`config.mk`:
```
export PLATFORM = sky130hd
export DESIGN_NAME = tone_detector
export DESIGN_NICKNAME = d
export VERILOG_FILES = /design/src/rtl/tone_detector.sv
export SDC_FILE = /design/constraint.sdc
export NUM_CORES = 1
export LEC_CHECK = 0
export ABC_AREA = 1
export BUFFER_PORTS_ARGS = -buffer_cell sky130_fd_sc_hd__buf_2
export CORE_ASPECT_RATIO = 0.5
export CORE_MARGIN = 1
export CORE_UTILIZATION = 65
export CTS_CLUSTER_DIAMETER = 40
export CTS_CLUSTER_SIZE = 12
export DETAILED_ROUTE_END_ITERATION = 7
export PLACE_DENSITY_LB_ADDON = 0.3
export SETUP_SLACK_MARGIN = 0.15
export SYNTH_ARGS = -nofsm -noshare
export SYNTH_HDL_FRONTEND = slang
export SYNTH_SLANG_ARGS = --single-unit
```
`constraint.sdc`:
```
create_clock -name clk -period 21.9 [get_ports clk]
set_clock_uncertainty 0.2 [all_clocks]
set_input_delay 2.19 -clock clk [delete_from_list [all_inputs] [get_ports clk]]
set_output_delay 2.19 -clock clk [all_outputs]
set_load 0.005 [all_outputs]
```
`src/rtl/tone_detector.sv`:
```
// -----------------------------------------------------------------------------
// tone_detector
//   Receive side of the game's square-wave sound line. Measures the period
//   between rising edges of sound_in and classifies it as one of four game
//   tones (196/262/330/784 Hz -> idx 0..3). A tone is reported only after
//   CONFIRM consecutive identical classifications. Silence is declared when
//   no rising edge has been seen for SILENCE_MS milliseconds.
//
// Ports
//   clk              system clock
//   rst_n            asynchronous reset, active low
//   ticks_per_milli  clk cycles per millisecond (0 treated as 1)
//   sound_in         square-wave input, asynchronous to clk
//   tone_valid       high while a tone is locked
//   tone_idx         index of locked tone (holds last value when not valid)
//   tone_start       1-cycle pulse when a tone locks
//   tone_end         1-cycle pulse when a locked tone ends
//   silent           high while in the SILENT state
//   last_period      most recent measured period in cycles
// -----------------------------------------------------------------------------
module tone_detector #(
    parameter int PERIOD_W   = 20,
    parameter int CONFIRM    = 3,
    parameter int TOL_SHIFT  = 4,
    parameter int SILENCE_MS = 20,
    parameter int MIN_PERIOD = 8
) (
    input  logic                clk,
    input  logic                rst_n,
    input  logic [15:0]         ticks_per_milli,
    input  logic                sound_in,
    output logic                tone_valid,
    output logic [1:0]          tone_idx,
    output logic                tone_start,
    output logic                tone_end,
    output logic                silent,
    output logic [PERIOD_W-1:0] last_period
);

    localparam int CNT_W = $clog2(CONFIRM + 1);
    localparam int MS_W  = $clog2(SILENCE_MS + 1);

    typedef enum logic [1:0] {
        S_SILENT,
        S_RUN,
        S_CLASSIFY
    } state_t;

    state_t r_state, w_state_next;

    // Input synchronizer and rising-edge register
    logic r_sync1, r_sync2, r_sync3, r_edge;

    // Period counter and millisecond timer
    logic [PERIOD_W-1:0] r_count;
    logic [15:0]         r_tick;
    logic [MS_W-1:0]     r_ms;

    // Edge held while classifying (one deep)
    logic                r_held;
    logic [PERIOD_W-1:0] r_held_p;

    // Classification datapath
    logic [PERIOD_W-1:0] r_p;
    logic [1:0]          r_k;
    logic                r_found;
    logic [1:0]          r_found_idx;

    // Match tracking and outputs
    logic [CNT_W-1:0]    r_match_cnt;
    logic                r_prev_none;
    logic [1:0]          r_prev_idx;
    logic                r_valid;
    logic [1:0]          r_idx;
    logic                r_start;
    logic                r_end;
    logic [PERIOD_W-1:0] r_last_period;

    // Combinational helpers
    logic [15:0]         w_tpm;
    logic [31:0]         w_tps;
    logic [31:0]         w_tol;
    logic [31:0]         w_freq;
    logic [31:0]         w_prod;
    logic [31:0]         w_diff;
    logic                w_hit;
    logic                w_evt;
    logic [PERIOD_W-1:0] w_event_p;
    logic                w_take;
    logic                w_held_set;
    logic                w_held_clear;
    logic                w_cand_strobe;
    logic                w_cand_none;
    logic [1:0]          w_cand_idx;
    logic                w_enter_silent;
    logic                w_same;
    logic [CNT_W-1:0]    w_cnt_next;

    assign w_tpm = (ticks_per_milli == 16'd0) ? 16'd1 : ticks_per_milli;
    assign w_tps = {16'd0, w_tpm} * 32'd1000;
    assign w_tol = w_tps >> TOL_SHIFT;

    // Tone k is tested in classify cycle k: |P*f_k - tps| <= tol
    always_comb begin
        w_freq = 32'd196;
        case (r_k)
            2'd0: w_freq = 32'd196;
            2'd1: w_freq = 32'd262;
            2'd2: w_freq = 32'd330;
            2'd3: w_freq = 32'd784;
            default: w_freq = 32'd196;
        endcase
    end

    assign w_prod = 32'(r_p) * w_freq;
    assign w_diff = (w_prod >= w_tps) ? (w_prod - w_tps) : (w_tps - w_prod);
    assign w_hit  = (w_diff <= w_tol);

    // A held edge is always older than a fresh one, so it is consumed first
    assign w_evt     = r_edge | r_held;
    assign w_event_p = r_held ? r_held_p : r_count;

    // ------------------------------------------------------------------------
    // State register
    // ------------------------------------------------------------------------
    // NOTE: sequential state uses non-blocking (<=) so every flop samples the
    // pre-edge values of all others, independent of statement order.
    always_ff @(posedge clk or negedge rst_n) begin
        if (!rst_n) r_state <= S_SILENT;
        else        r_state <= w_state_next;
    end

    // ------------------------------------------------------------------------
    // Next-state and control strobes
    // ------------------------------------------------------------------------
    // NOTE: every signal driven here gets a default first; a path that left
    // one unassigned would infer a latch.
    always_comb begin
        w_state_next   = r_state;
        w_take         = 1'b0;
        w_held_set     = 1'b0;
        w_held_clear   = 1'b0;
        w_cand_strobe  = 1'b0;
        w_cand_none    = 1'b1;
        w_cand_idx     = 2'd0;
        w_enter_silent = 1'b0;

        case (r_state)
            S_SILENT: begin
                // First edge is only a timing reference
                if (r_edge) w_state_next = S_RUN;
            end

            S_RUN: begin
                if (w_evt) begin
                    w_take       = 1'b1;
                    w_held_clear = r_held;
                    // Fresh edge in the same cycle as a held one: keep it
                    if (r_held && r_edge) w_held_set = 1'b1;
                    if ((w_event_p < PERIOD_W'(MIN_PERIOD)) || (&w_event_p)) begin
                        w_cand_strobe = 1'b1;
                        w_cand_none   = 1'b1;
                    end else begin
                        w_state_next = S_CLASSIFY;
                    end
                end else if (r_ms == MS_W'(SILENCE_MS)) begin
                    w_state_next   = S_SILENT;
                    w_enter_silent = 1'b1;
                end
            end

            S_CLASSIFY: begin
                if (r_edge) w_held_set = 1'b1;
                if (r_k == 2'd3) begin
                    w_state_next  = S_RUN;
                    w_cand_strobe = 1'b1;
                    w_cand_none   = !(r_found || w_hit);
                    w_cand_idx    = r_found ? r_found_idx : 2'd3;
                end
            end

            default: w_state_next = S_SILENT;
        endcase
    end

    // Match counter update for the candidate presented this cycle
    always_comb begin
        w_same = !w_cand_none && !r_prev_none && (w_cand_idx == r_prev_idx);
        if (w_same)
            w_cnt_next = (r_match_cnt == CNT_W'(CONFIRM)) ? r_match_cnt
                                                          : r_match_cnt + CNT_W'(1);
        else
            w_cnt_next = w_cand_none ? CNT_W'(0) : CNT_W'(1);
    end

    // ------------------------------------------------------------------------
    // Datapath
    // ------------------------------------------------------------------------
    always_ff @(posedge clk or negedge rst_n) begin
        if (!rst_n) begin
            r_sync1       <= 1'b0;
            r_sync2       <= 1'b0;
            r_sync3       <= 1'b0;
            r_edge        <= 1'b0;
            r_count       <= '0;
            r_tick        <= '0;
            r_ms          <= '0;
            r_held        <= 1'b0;
            r_held_p      <= '0;
            r_p           <= '0;
            r_k           <= 2'd0;
            r_found       <= 1'b0;
            r_found_idx   <= 2'd0;
            r_match_cnt   <= '0;
            r_prev_none   <= 1'b1;
            r_prev_idx    <= 2'd0;
            r_valid       <= 1'b0;
            r_idx         <= 2'd0;
            r_start       <= 1'b0;
            r_end         <= 1'b0;
            r_last_period <= '0;
        end else begin
            r_sync1 <= sound_in;
            r_sync2 <= r_sync1;
            r_sync3 <= r_sync2;
            r_edge  <= r_sync2 & ~r_sync3;

            // Period counter restarts at 1 so the captured value equals the period
            if (r_edge)        r_count <= PERIOD_W'(1);
            else if (!(&r_count)) r_count <= r_count + PERIOD_W'(1);

            if (r_edge) begin
                r_tick <= '0;
                r_ms   <= '0;
            end else if (r_tick >= (w_tpm - 16'd1)) begin
                r_tick <= '0;
                if (r_ms != MS_W'(SILENCE_MS)) r_ms <= r_ms + MS_W'(1);
            end else begin
                r_tick <= r_tick + 16'd1;
            end

            if (w_held_set) begin
                r_held   <= 1'b1;
                r_held_p <= r_count;
            end else if (w_held_clear) begin
                r_held   <= 1'b0;
            end

            if (w_take) begin
                r_p           <= w_event_p;
                r_last_period <= w_event_p;
                r_k           <= 2'd0;
                r_found       <= 1'b0;
            end else if (r_state == S_CLASSIFY) begin
                r_k <= r_k + 2'd1;
                if (w_hit && !r_found) begin
                    r_found     <= 1'b1;
                    r_found_idx <= r_k;
                end
            end

            r_start <= 1'b0;
            r_end   <= 1'b0;

            if (w_cand_strobe) begin
                r_match_cnt <= w_cnt_next;
                r_prev_none <= w_cand_none;
                r_prev_idx  <= w_cand_idx;
                if (!r_valid && (w_cnt_next == CNT_W'(CONFIRM))) begin
                    r_valid <= 1'b1;
                    r_idx   <= w_cand_idx;
                    r_start <= 1'b1;
                end else if (r_valid && (w_cand_none || (w_cand_idx != r_idx))) begin
                    r_valid <= 1'b0;
                    r_end   <= 1'b1;
                end
            end

            if (w_enter_silent) begin
                r_match_cnt <= '0;
                r_prev_none <= 1'b1;
                if (r_valid) begin
                    r_valid <= 1'b0;
                    r_end   <= 1'b1;
                end
            end
        end
    end

    assign tone_valid  = r_valid;
    assign tone_idx    = r_idx;
    assign tone_start  = r_start;
    assign tone_end    = r_end;
    assign silent      = (r_state == S_SILENT);
    assign last_period = r_last_period;

endmodule

```
==> results.txt <==
- The flow ran to the end, and the final reports show no timing, DRC or antenna violations.
- In this run the clock root is driven by a clkbuf_16.
- Type of element launching the critical path: input port
* Setup total negative slack: 0 ns
- The area growth from synthesis to layout is 4.67%.
* Height of the die: 123 um
- After detailed routing, the number of remaining DRC violations is 0.
- I/O pin total: 45
* Critical path arrival: 13.07 ns
* Last weighted congestion value of the routability-driven placer: 0.954
- STA classifies the critical path endpoint as a flip-flop.
* Number of buffers inserted during clock tree synthesis: 9
- Area leader, netlist: ha_1
* Clock-pin slew on the worst setup and hold paths: 0.08 ns
- Most common flop cell mapped by yosys: dfrtp_1
- For the pin with the worst max-slew slack, the measured transition is 1.00 ns.
- Startpoint-to-endpoint class of the critical path: input port to flip-flop
- The final route contains 16200 vias.
* Wire length of the first global-routing pass: 73800 um
- In the post-route analysis, the smallest setup slack over all paths is 8.89 ns.
- Clock latency on the worst-skew pair: 0.37 ns
- Number of flops mapped to enable cells by yosys: 0
* Count of buffers inserted at the top-level ports: 44
- The HPWL after detailed placement is 38000 um.
* Number of distinct library cells after synthesis: 54
- Critical Path Slowest Stage Cell: fa_1
- At the end of the flow the core is filled with cells to 0.704.
- Dividing the final minimum period by the clock period gives 0.594.
- Routing usage on met1: 0.431
- Overall routing resource usage: 0.307
- Entering global routing, the biggest net connects 53 pins.
* Core footprint: 0.0282 sq mm
- Global routing finished with a remaining overflow of 0.
- Synthesis produced 2606 cells.
- Gates resized during post-CTS repair numbered 0.
- The longest clock path from root to sink contains 2 buffers.
* Post-placement worst setup slack: 8.60 ns
- The number of antenna diodes in the final layout is 0.
* Number of global-route vias before repair: 15300
* GR Util met3: 0.0468
* Final period demand of the worst path: 13.01 ns
* Post-synthesis sequential element count: 103
- Across the run, the number of max-cap violations was 0.
- RSZ-0062 raised after global routing: false
* Number of nets in the layout: 3141
- Number of iterations in the first detailed-routing pass: 5
- Total count of hold-check failures in the final report: 0
- Clock tree from TritonCTS: yes
- The filler cells instantiated in the layout total 2359.
- Detailed router's first-iteration violation count: 1485
- Post-CTS setup repair buffer count: 0
- For this design, the sink count on the clock tree is 103.
* Synth area leaders: ha_1 22%, fa_1 16%, dfrtp_1 13%
* Number of non-filler instances in the completed layout: 3017
- Nets in the synthesized netlist: 3117
- The most numerous cell type found on the critical path is nand2_1.
- Row count: 43
* Die width: 244 um
- In this run the cell area of the synthesized design comes to 0.0190 sq mm.
- Crit path required time: 21.96 ns
- Dividing the detail-routed wire length by the instance count gives 14.7 um.
- Peak-usage layer in the global routing report: met2
* Number of instances in the placed design: 3001
- Average via count per standard cell: 5.38
- The routed design has 44500 um of wire.
- Most frequent cells after synthesis: 636 x inv_1, 569 x nand2_1, 340 x ha_1, 157 x nor2_1, 152 x fa_1
- Reg area: 0.00258 sq mm
- The count of nets left with antenna violations once routing finished came out at 0.
- The max-slew violation count was 0.
- For this configuration, the core starts out at a cell density of 0.673.
* Kind of path behind the tightest hold check: flip-flop to flip-flop
- Number of warnings printed during yosys synthesis: 0
- For this run, the register share of the synthesized area comes to 0.136.
- For this run, the top clock speed supported by timing is 76.9 MHz.
- The worst pin sits at a relative slew slack of 0.330.
* Area enclosed by the die boundary: 0.0299 sq mm
* Number of antenna violations at the first check in global routing: 0
- Async set or reset register ratio after synthesis: 1.00
- Maximum fanout count along the critical path: 33
- Crit-path max cell delay: 0.52 ns
- Post-synthesis average cell area: 7.28 sq um
- For met2 alone, demand over resource in global routing was 0.510.
- Area taken by multi-input logic gates: 0.0138 sq mm
- Number of setup violations in the final report: 0
- Of the cells placed in the final design, the portion with a size suffix greater than 1 is 0.0452.
- The number of hold buffers added after CTS was 0.
- Maximum level of the CTS H-tree: 3
- The share of synthesized area in the top cell type comes to 0.224.
- Among all cell types in the netlist, the one instantiated most often is inv_1.
-- path summary, 6_finish.rpt --
kind | end | start | cells past startpoint | slack (ns)
max reg2reg | tone_idx[1] | r_k[1] | 57 | 10.25
max in group asynchronous | r_tick[0] | rst_n | 2 | 18.74
min in group asynchronous | r_count[17] | rst_n | 1 | 1.63
max | tone_idx[1] | ticks_per_milli[3] | 64 | 8.89
min reg2reg | r_sync2 | r_sync1 | 0 | 0.15
min | r_sync2 | r_sync1 | 0 | 0.15
-- cell usage in the layout, fill, tap and decap left out, drive strengths merged, types with 27 or more instances in the layout --
| cell | Yosys | routed |
|---|---|---|
| inv | 640 | 644 |
| nand2 | 583 | 583 |
| ha | 340 | 340 |
| nor2 | 168 | 168 |
| fa | 152 | 152 |
| o21ai | 139 | 139 |
| a21oi | 120 | 120 |
| dfrtp | 102 | 102 |
| nand3 | 71 | 71 |
| xor2 | 69 | 69 |
| buf | 5 | 51 |
| nor3 | 35 | 35 |
| nand4 | 27 | 27 |
-- sequential cells by signal, indices dropped and copies added, names as in the netlist, 2 cells and up --
| register | cells |
|---|---|
| r_count | 20 |
| r_tick | 16 |
| r_match_cnt | 2 |
| r_found_idx | 2 |
| r_state | 2 |
| last_period | 20 |
| r_held_p | 20 |
| r_ms | 5 |
| r_k | 2 |
| r_prev_idx | 2 |
| tone_idx | 2 |
-- critical path, delay by kind of cell --
kind / cells / cell delay (ns)
buffers and inverters: 8 / 0.77
AOI/OAI and AO/OA: 11 / 1.79
adders and majority gates: 9 / 3.37
xor gates and xnor gates: 2 / 0.34
and+or+nand+nor: 34 / 4.55
-- cells by family after synthesis --
kind of cell | after synthesis | share of synthesized area
buf+inv | 678 | 0.135
xor+xnor | 92 | 0.0425
compound gates | 320 | 0.0929
simple gates | 914 | 0.205
mux | 7 | 0.00376
flops | 103 | 0.136
fa+ha+maj | 492 | 0.385
-- routing by layer --
metal	vias to the layer above	part of all wire
li1	8103	-
met2	529	0.45
met4	0	0.013
met1	7541	0.47
met5	-	0
met3	51	0.068
-- layout make-up --
type                            count  share of cell area
Multi-Input combinational cell   1825               0.697
Sequential cell                   103               0.130
Inverter                          640               0.121
Tap cell                          382              0.0241
Timing Repair Buffer               51              0.0139
Clock buffer                        9              0.0113
Clock inverter                      7             0.00321
-- stage by stage --
step / cell area [sq um] / hold WS [ns]
3_5_place_dp: 19600 / 0.136
6_report: 19900 / 0.151
3_3_place_gp: 19600 / 0.132
5_1_grt: 19900 / 0.159
2_1_floorplan: 19000 / 0.131
4_1_cts: 19900 / 0.152
Power is left out: the tool's default activity adds up to more than one toggle a clock period on the data nets, which glitch-free logic cannot reach.
